File: src/rtl/temporal_encoder_16_pkg.sv
// Shared types and defaults for the temporal encoder / gamma timer slice.
package tnn_pkg;

  localparam int unsigned N_LINES = 16;
  localparam int unsigned TW_DEF  = 3;

  typedef logic [TW_DEF-1:0] spike_time_t;

  typedef enum logic [1:0] {
    IDLE    = 2'd0,
    COMPUTE = 2'd1,
    REST    = 2'd2
  } enc_state_t;

endpackage

File: src/rtl/temporal_encoder_16_if.sv
// Valid/ready input bus carrying one 16-value spike-time vector.
interface temporal_encoder_16_if
  import tnn_pkg::*;
#(
  parameter int unsigned N  = N_LINES,
  parameter int unsigned TW = TW_DEF
);

  logic            in_valid;
  logic            in_ready;
  logic [N*TW-1:0] in_data;

  modport master (
    output in_valid,
    output in_data,
    input  in_ready
  );

  modport slave (
    input  in_valid,
    input  in_data,
    output in_ready
  );

endinterface

File: src/rtl/temporal_encoder_16_gamma_timer.sv
// Gamma-cycle sequencer: IDLE -> COMPUTE (2^TW ticks) -> REST (REST_CYC cycles).
// Exposes next-state/next-tick so a client can register outputs aligned to them.
module gamma_timer
  import tnn_pkg::*;
#(
  parameter int unsigned TW       = TW_DEF,
  parameter int unsigned REST_CYC = 2
) (
  input  logic       clk,
  input  logic       rst,
  input  logic       start,
  output enc_state_t state_nxt,
  output logic [TW:0] tick_nxt,
  output logic       idle,
  output logic       gamma_start,
  output logic       gamma_done,
  output logic       busy
);

  localparam int unsigned RW        = $clog2(REST_CYC + 1);
  localparam logic [TW:0] TICK_LAST = (TW+1)'((1 << TW) - 1);
  localparam logic [RW-1:0] REST_LAST = RW'(REST_CYC - 1);

  enc_state_t    state;
  logic [TW:0]   tick;
  logic [RW-1:0] rest_cnt;
  logic [RW-1:0] rest_nxt;

  // Next-state and counter update.
  always_comb begin
    state_nxt = state;
    tick_nxt  = tick;
    rest_nxt  = rest_cnt;
    unique case (state)
      IDLE: begin
        if (start) begin
          state_nxt = COMPUTE;
          tick_nxt  = '0;
        end
      end
      COMPUTE: begin
        if (tick == TICK_LAST) begin
          state_nxt = REST;
          rest_nxt  = '0;
        end else begin
          tick_nxt = tick + 1'b1;
        end
      end
      REST: begin
        if (rest_cnt == REST_LAST) begin
          state_nxt = IDLE;
          tick_nxt  = '0;
          rest_nxt  = '0;
        end else begin
          rest_nxt = rest_cnt + 1'b1;
        end
      end
      default: begin
        state_nxt = IDLE;
        tick_nxt  = '0;
        rest_nxt  = '0;
      end
    endcase
  end

  // State, counters and status flags, all registered from next-state values.
  always_ff @(posedge clk) begin
    if (rst) begin
      state       <= IDLE;
      tick        <= '0;
      rest_cnt    <= '0;
      idle        <= 1'b1;
      gamma_start <= 1'b0;
      gamma_done  <= 1'b0;
      busy        <= 1'b0;
    end else begin
      state       <= state_nxt;
      tick        <= tick_nxt;
      rest_cnt    <= rest_nxt;
      idle        <= (state_nxt == IDLE);
      gamma_start <= (state == IDLE) && (state_nxt == COMPUTE);
      gamma_done  <= (state_nxt == REST) && (rest_nxt == REST_LAST);
      busy        <= (state_nxt != IDLE);
    end
  end

endmodule

File: src/rtl/temporal_encoder_16.sv
// Temporal (1->0 transition) encoder feeding the 16-input bitonic sorter.
// Line i falls at the gamma tick equal to its captured value, then all lines
// return high for the rest window.
// Optional macro TNN_NULL_SPIKE_EN: an all-ones value is a null spike and the
// line stays high for the whole compute window.
module temporal_encoder_16
  import tnn_pkg::*;
#(
  parameter int unsigned N        = N_LINES,
  parameter int unsigned TW       = TW_DEF,
  parameter int unsigned REST_CYC = 2
) (
  input  logic                  clk,
  input  logic                  rst,
  temporal_encoder_16_if.slave  in_if,
  output logic [N-1:0]          spike_out,
  output logic                  gamma_start,
  output logic                  gamma_done,
  output logic                  busy
);

  logic            accept;
  logic            ready_q;
  enc_state_t      state_nxt;
  logic [TW:0]     tick_nxt;
  logic [N*TW-1:0] val_q;
  logic [N*TW-1:0] val_d;
  logic [N-1:0]    spike_nxt;
  logic            in_compute;

  assign in_if.in_ready = ready_q;
  assign accept         = in_if.in_valid && ready_q;
  assign in_compute     = (state_nxt == COMPUTE);

  gamma_timer #(
    .TW       (TW),
    .REST_CYC (REST_CYC)
  ) u_timer (
    .clk         (clk),
    .rst         (rst),
    .start       (accept),
    .state_nxt   (state_nxt),
    .tick_nxt    (tick_nxt),
    .idle        (ready_q),
    .gamma_start (gamma_start),
    .gamma_done  (gamma_done),
    .busy        (busy)
  );

  // Level is evaluated against next-cycle tick/value so the registered line
  // already reflects tick 0 in the first COMPUTE cycle.
  for (genvar i = 0; i < N; i++) begin : g_line
    logic [TW-1:0] v;
    logic          fall;

    assign val_d[TW*i +: TW] = accept ? in_if.in_data[TW*i +: TW] : val_q[TW*i +: TW];
    assign v = val_d[TW*i +: TW];
`ifdef TNN_NULL_SPIKE_EN
    assign fall = ({1'b0, v} <= tick_nxt) && (v != '1);
`else
    assign fall = ({1'b0, v} <= tick_nxt);
`endif
    assign spike_nxt[i] = !(in_compute && fall);
  end

  // Captured values and encoded line levels.
  always_ff @(posedge clk) begin
    if (rst) begin
      val_q     <= '0;
      spike_out <= '1;
    end else begin
      val_q     <= val_d;
      spike_out <= spike_nxt;
    end
  end

endmodule

File: src/flat_wrapper.sv
// flat-port wrapper written by rule: the top's interface ports become plain ports
module temporal_encoder_16_flat import tnn_pkg::*;
#(
  parameter int unsigned N        = N_LINES,
  parameter int unsigned TW       = TW_DEF,
  parameter int unsigned REST_CYC = 2
)
  (clk, rst, spike_out, gamma_start, gamma_done, busy, in_if_in_valid, in_if_in_data, in_if_in_ready);
  temporal_encoder_16_if #(.N(N), .TW(TW)) in_if_i ();
  input  logic clk;
  input  logic rst;
  output logic [N-1:0] spike_out;
  output logic gamma_start;
  output logic gamma_done;
  output logic busy;
  input wire logic [$bits(in_if_i.in_valid)-1:0] in_if_in_valid;
  input wire logic [$bits(in_if_i.in_data)-1:0] in_if_in_data;
  output wire logic [$bits(in_if_i.in_ready)-1:0] in_if_in_ready;
  assign in_if_i.in_valid = in_if_in_valid;
  assign in_if_i.in_data = in_if_in_data;
  assign in_if_in_ready = in_if_i.in_ready;
  temporal_encoder_16 #(.N(N), .TW(TW), .REST_CYC(REST_CYC)) u_core (.clk(clk), .rst(rst), .in_if(in_if_i), .spike_out(spike_out), .gamma_start(gamma_start), .gamma_done(gamma_done), .busy(busy));
endmodule
File: config.mk
export PLATFORM = sky130hd
export DESIGN_NAME = temporal_encoder_16_flat
export DESIGN_NICKNAME = d
export VERILOG_FILES = /design/src/rtl/temporal_encoder_16_pkg.sv /design/src/rtl/temporal_encoder_16_if.sv /design/src/rtl/temporal_encoder_16_gamma_timer.sv /design/src/rtl/temporal_encoder_16.sv /design/src/flat_wrapper.sv
export SDC_FILE = /design/constraint.sdc
export NUM_CORES = 1
export LEC_CHECK = 0
export ABC_AREA = 1
export CAP_MARGIN = 30
export CORE_UTILIZATION = 31
export CTS_CLUSTER_DIAMETER = 60
export DETAILED_ROUTE_END_ITERATION = 7
export GPL_ROUTABILITY_DRIVEN = 0
export GPL_TIMING_DRIVEN = 0
export SKIP_LAST_GASP = 1
export SLEW_MARGIN = 30
export SYNTH_ARGS = -nofsm -noshare
export SYNTH_HDL_FRONTEND = slang
export SYNTH_HIERARCHICAL = 1
export SYNTH_SLANG_ARGS = --single-unit
File: constraint.sdc
create_clock -name clk -period 2.7 [get_ports clk]
set_clock_uncertainty 0.2 [all_clocks]
set_input_delay 0.405 -clock clk [delete_from_list [all_inputs] [get_ports clk]]
set_output_delay 0.405 -clock clk [all_outputs]
set_load 0.1 [all_outputs]
Word-level counts from Yosys, hierarchy flattened --
Index checks and enable logic that the tools add are counted.
Storage, ports and cells: bits in registers 76, input bits 51, logic and storage cells 99
Cells by class: $add $sub $neg 2, $lt $le $gt $ge 16, eq/ne operators 7, muxes and demuxes 27, reductions and logical operators 38
Operator list (count):
- $le 3x4->1 | 16
- $mux 3 | 16
- $logic_and 1x1->1 | 19
- $logic_not 1->1 | 16
- $mux 4 | 3
- $pmux 2 s3 | 2
- $pmux 4 s3 | 1
- $mux 2 | 5
- $eq 2x1->1 const B | 4
- $add 4x1->4 const B | 1
- $eq 2x2->1 const B | 2
- $eq 4x3->1 const B | 1
- $logic_not 2->1 | 2
- $add 2x1->2 const B | 1
- $reduce_bool 2->1 | 1

Depth between registers and ports, before layout --
word-level depth 6, depth in mapped cells 16, depth with buffers taken out 15

By module --
The synthesis kept the hierarchy.
Modules (own cells, without submodules):
- temporal_encoder_16 | times used 1, cells each 487, area an instance 3553.4 um^2, seq. area each 1281.2 um^2
- gamma_timer | times used 1, cells each 82, area an instance 601.8 um^2, seq. area each 240.2 um^2

Worst setup path before layout --
OpenSTA, ideal clock, no wires.
path kind register -> register, start reg u_core.u_timer.idle, end reg u_core.spike_out[5], library setup time 114 ps, arrival time 2649 ps, setup slack -263 ps, cell stages (with the launch flop) 15, period minus slack after synthesis 2963 ps, path through dfxtp_1 > nand2_2 > inv_2 > buf_2 > inv_1 > nand2_1 > nand2_1 > nand2_1 > nand2_1 > inv_1 > ha_1 > a21oi_1 > o21ai_0 > nand2_1 > nand2_1
Between the ends: longest elaborated chain between the ends 6, elaborated cells on any way between the ends 10, classes of those cells 1 x order compare; 1 x eq/ne; 5 x mux; 3 x reduce/logical
RTL lines:
- start: declaration | RTL line temporal_encoder_16_gamma_timer.sv:14 | output logic idle,
- start signal: assignment | RTL line temporal_encoder_16_gamma_timer.sv:80 | idle <= (state_nxt == IDLE);
- $logic_and 1x1->1 | RTL line temporal_encoder_16.sv:32 | assign accept = in_if.in_valid && ready_q;
- named net u_core.accept | RTL line temporal_encoder_16.sv:22 | logic accept;
- $mux 4 | RTL line temporal_encoder_16_gamma_timer.sv:36 | if (start) begin
- $pmux 4 s3 | RTL line temporal_encoder_16_gamma_timer.sv:34 | unique case (state)
- named net u_core.tick_nxt[2] | RTL line temporal_encoder_16.sv:25 | logic [TW:0] tick_nxt;
- $le 3x4->1 | RTL line temporal_encoder_16.sv:61 | assign fall = ({1'b0, v} <= tick_nxt);
- $logic_and 1x1->1 | RTL line temporal_encoder_16.sv:63 | assign spike_nxt[i] = !(in_compute && fall);
- $logic_not 1->1 | RTL line temporal_encoder_16.sv:63
- end signal: assignment | RTL line temporal_encoder_16.sv:73 | spike_out <= spike_nxt;
- end: declaration | RTL line temporal_encoder_16.sv:16 | output logic [N-1:0] spike_out,
The timed path passes the listed nets, and every way through them passes these cells. A chain may end at the register's enable or synchronous reset.

Worst setup path in the final report --
start in in_if_in_valid, end reg u_core.spike_out[8]
Between the ends: longest elaborated chain between the ends 6, elaborated cells on any way between the ends 10, classes of those cells 1 x order compare; 1 x eq/ne; 5 x mux; 3 x reduce/logical
RTL lines:
- start: declaration | RTL line flat_wrapper.sv:16 | input wire logic [$bits(in_if_i.in_valid)-1:0] in_if_in_valid;
- $logic_and 1x1->1 | RTL line temporal_encoder_16.sv:32
- $mux 4 | RTL line temporal_encoder_16_gamma_timer.sv:36
- $pmux 4 s3 | RTL line temporal_encoder_16_gamma_timer.sv:34
- named net u_core.tick_nxt[2] | RTL line temporal_encoder_16.sv:25
- $le 3x4->1 | RTL line temporal_encoder_16.sv:61
- $logic_and 1x1->1 | RTL line temporal_encoder_16.sv:63
- $logic_not 1->1 | RTL line temporal_encoder_16.sv:63
The timed path passes the listed nets, and every way through them passes these cells.

==> out/results.tsv <==
stage	metric	value	unit
floorplan	Initial Util	32.4	%
clock_network	clk sinks	76	
clock_network	Post-CTS Hold Fix Bufs	0	
floorplan	Ports	71	
global_route	initial antenna violation count	0	
final_layout	synthesis-to-layout area growth	31.0	%
logic_synthesis	Synth Area in Compound Gates	8.40	%
timing	Hold Vio Cnt, Final	0	
run_status	status	finished clean	
logic_synthesis	mapped cell area	4160	um^2
timing	Final period util	92.9	%
timing	unrepaired setup endpoints after global routing	false	
logic_synthesis	synthesized area per cell	7.30	um^2
floorplan	FP Rows	41	
global_route	vias in the first global route	3718	
final_layout	n_diodes	0	
setup_path	CP Class	primary input to register	
final_layout	fillers	1338	
placed_design	IO Port Bufs	70	
floorplan	Die Ht	118	um
routing	Routed wire per std cell	12.6	um
logic_synthesis	register area share after synthesis	36.6	%
routing	final wirelength	10.5	mm
min_path	min-delay src	u_core/u_timer/rest_cnt[1]	
clock_network	H-tree lvl count	3	
setup_path	most used cell, CP	nand2_1	
setup_path	Slowest-stage cell, CP	clkdlybuf4s50_1	
clock_network	Num CTS Buffers	9	
logic_synthesis	Seq cells post-synth	76	
timing	actual slew at the worst max-slew pin	0.976	ns
setup_path	Worst EP arrival	2.55	ns
run	max_cap viols	0	
logic_synthesis	Syn Nets	669	
clock_network	worst skew pair latency	0.34	ns
setup_path	crit-path cells	clkdlybuf4s50_1 > nand2_2 > inv_4 > inv_1 > nand2_1 > nand2_1 > nand2_1 > nand2_1 > clkinvlp_4 > buf_12 > ha_1 > a21oi_1 > o21ai_0 > nand2_1 > nand2_1	
floorplan	Die X	118	um
setup_path	CP Capture Type	register	
global_route	GRT Resource Usage Total	16.2	%
routing	Iter 0 DRT Violations	137	
power_and_ir_drop	worst vdd ir	0.263	mV
logic_synthesis	post-synthesis adder-cell area fraction	14.8	%
min_path	HP Class	register to register	
placed_design	post-DP HPWL	7.66	mm
logic_synthesis	main combinational cell family by area after synthesis	simple AND/OR/NAND/NOR gates	
logic_synthesis	Distinct cells, synth	27	
clock_network	Worst-path clk slew	0.06	ns
setup_path	required time of the critical path	2.74	ns
timing	final slew viol count	0	
setup_path	CP Launch Point	in_if_in_valid	
timing	TNS Setup	0	ns
clock_network	clock root cell	clkbuf_16	
power_and_ir_drop	total power draw	0.00360	W
global_route	grt total ovfl	0	
timing	post-layout min period	2.51	ns
clock_network	Clock Path Buffers	2	
final_layout	nets	753	
logic_synthesis	Ys Warns	6	
timing	hold_ws	0.240	ns
power_and_ir_drop	P per Cell Area	662	nW/um^2
routing	Vias/cell	4.45	
timing	final setup violating endpoints	0	
setup_path	delay of the slowest cell on the worst path	0.41	ns
floorplan	die area	13900	um^2
routing	post-route antenna net violation count	0	
logic_synthesis	simple-gate share of the synthesized area	30.1	%
routing	via count	3697	
routing	residual DRC count	0	
setup_path	Worst R2R Start	u_core/u_timer/tick[1]	
final_layout	share of post-route cells with drive strength above 1	11.7	%
floorplan	Core ar.	12800	um^2
routing	DR pass1 iterations	4	
setup_path	CP Launch Type	primary input	
clock_network	CTS tree	done	
logic_synthesis	Synth Area in XOR/XNOR	0	%
global_route	largest net degree at the start of global routing	17	
timing	Slew headroom	34.7	%
setup_path	critical path fanouts, max	16	
logic_synthesis	mux share of post-synthesis cell area	0	%
power_and_ir_drop	leakage	2.65	nW
global_route	first-pass GRT wire length	17.3	mm
logic_synthesis	Gate Count Post-Synth	569	
timing	Max Freq	0.398	GHz
==> registers in the layout, summed over array words and instances (netlist names), 2 cells and up <==
register / count
u_core/val_q: 48
u_core/spike_out: 16
u_core/u_timer/rest_cnt: 2
u_core/u_timer/tick: 4
u_core/u_timer/state: 2
==> placed cells by master (no fill, tap or decap), types with 7 or more instances in the layout <==
cell type	count
clkdlybuf4s50_1	70
a21oi_1	37
nor2_1	22
ha_1	49
dfxtp_1	75
or2_1	7
nand2_1	214
o21ai_2	13
inv_1	64
clkbuf_16	9
nand3_1	24
or2_2	9
==> stage by stage <==
step / setup WS (ns) / instances / instance area (um^2) / util, %
6_report: 0.190 / 830 / 5440 / 42.4
5_1_grt: 0.00645 / 830 / 5440 / 42.4
4_1_cts: 0.0971 / 831 / 5450 / 42.5
3_5_place_dp: -0.666 / 811 / 5070 / 39.6
3_3_place_gp: -0.635 / 811 / 5070 / 39.6
2_1_floorplan: 0.0783 / 569 / 4160 / -
==> path summary, 6_finish.rpt <==
path | endpoint | slack, ns | cells after the start
worst min register to register | u_core/u_timer/rest_cnt[1] | 0.24 | 2
worst max register to register | u_core/spike_out[13] | 0.26 | 14
worst max-delay path | u_core/spike_out[8] | 0.19 | 15
worst min-delay path | u_core/u_timer/rest_cnt[1] | 0.24 | 2
==> synthesized netlist by cell type <==
cell type	count	area, um^2
a21boi_1	1	7.51
a21oi_1	37	185
buf_2	6	30.0
buf_4	3	22.5
buf_6	5	56.3
buf_8	2	30.0
clkbuf_1	2	7.51
dfxtp_1	76	1520
ha_1	49	613
inv_1	67	251
inv_2	6	22.5
nand2_1	214	803
nand2_2	5	31.3
nand3_1	24	120
nand3_2	1	10.0
nand3b_1	1	7.51
nand4_1	5	31.3
nor2_1	22	82.6
nor2_2	2	12.5
nor2_4	3	33.8
nor3b_4	1	18.8
o211ai_1	1	7.51
o21ai_0	6	30.0
o21ai_1	1	5.00
o21ai_2	13	114
or2_1	7	43.8
or2_2	9	56.3
==> critical path, delay by kind of cell <==
kind / cells / cell delay, ns
adders and majority gates: 1 / 0.33
buffers and inverters: 5 / 0.90
AOI/OAI and AO/OA: 2 / 0.27
and+or+nand+nor: 7 / 0.60
==> layout make-up <==
cell class	count	area [um^2]	area share [%]
Buffer	17	141	2.60
Clock buffer	11	233	4.28
Clock inverter	5	61.3	1.13
Inverter	73	288	5.29
Multi-Input combinational cell	402	2210	40.7
Sequential cell	76	1520	28.0
Tap cell	172	215	3.95
Timing Repair Buffer	74	768	14.1
==> layer usage <==
layer  wire length (um)  vias to the layer above  GRT usage [%]  part of all wire, %
li1                   -                     1946              -                    -
met1               4410                     1662           17.6                   42
met2               5370                       79           29.9                   51
met3                533                       10           3.39                  5.1
met4                158                        0           7.13                  1.5
met5                  0                        -              0                    0
==> logic make-up (layout without fill, tap and decap cells) <==
kind of cell    Yosys count  count (layout)
compound gates           59              59
fa+ha+maj                49              49
buf+inv                  91             180
flops                    76              76
simple gates            294             294
==> power breakdown <==
group | switching (W) | internal [W]
Combinational | 0.000728 | 0.000419
Sequential | 0.0000325 | 0.00122
Clock | 0.000487 | 0.000719
==> repair_timing <==
item,CTS,global route
buffers inserted,4,0
gates resized for setup,3,2
hold endpoints to repair,0,0
setup endpoints to repair,16,16
Power figures use the tool's default switching activity.
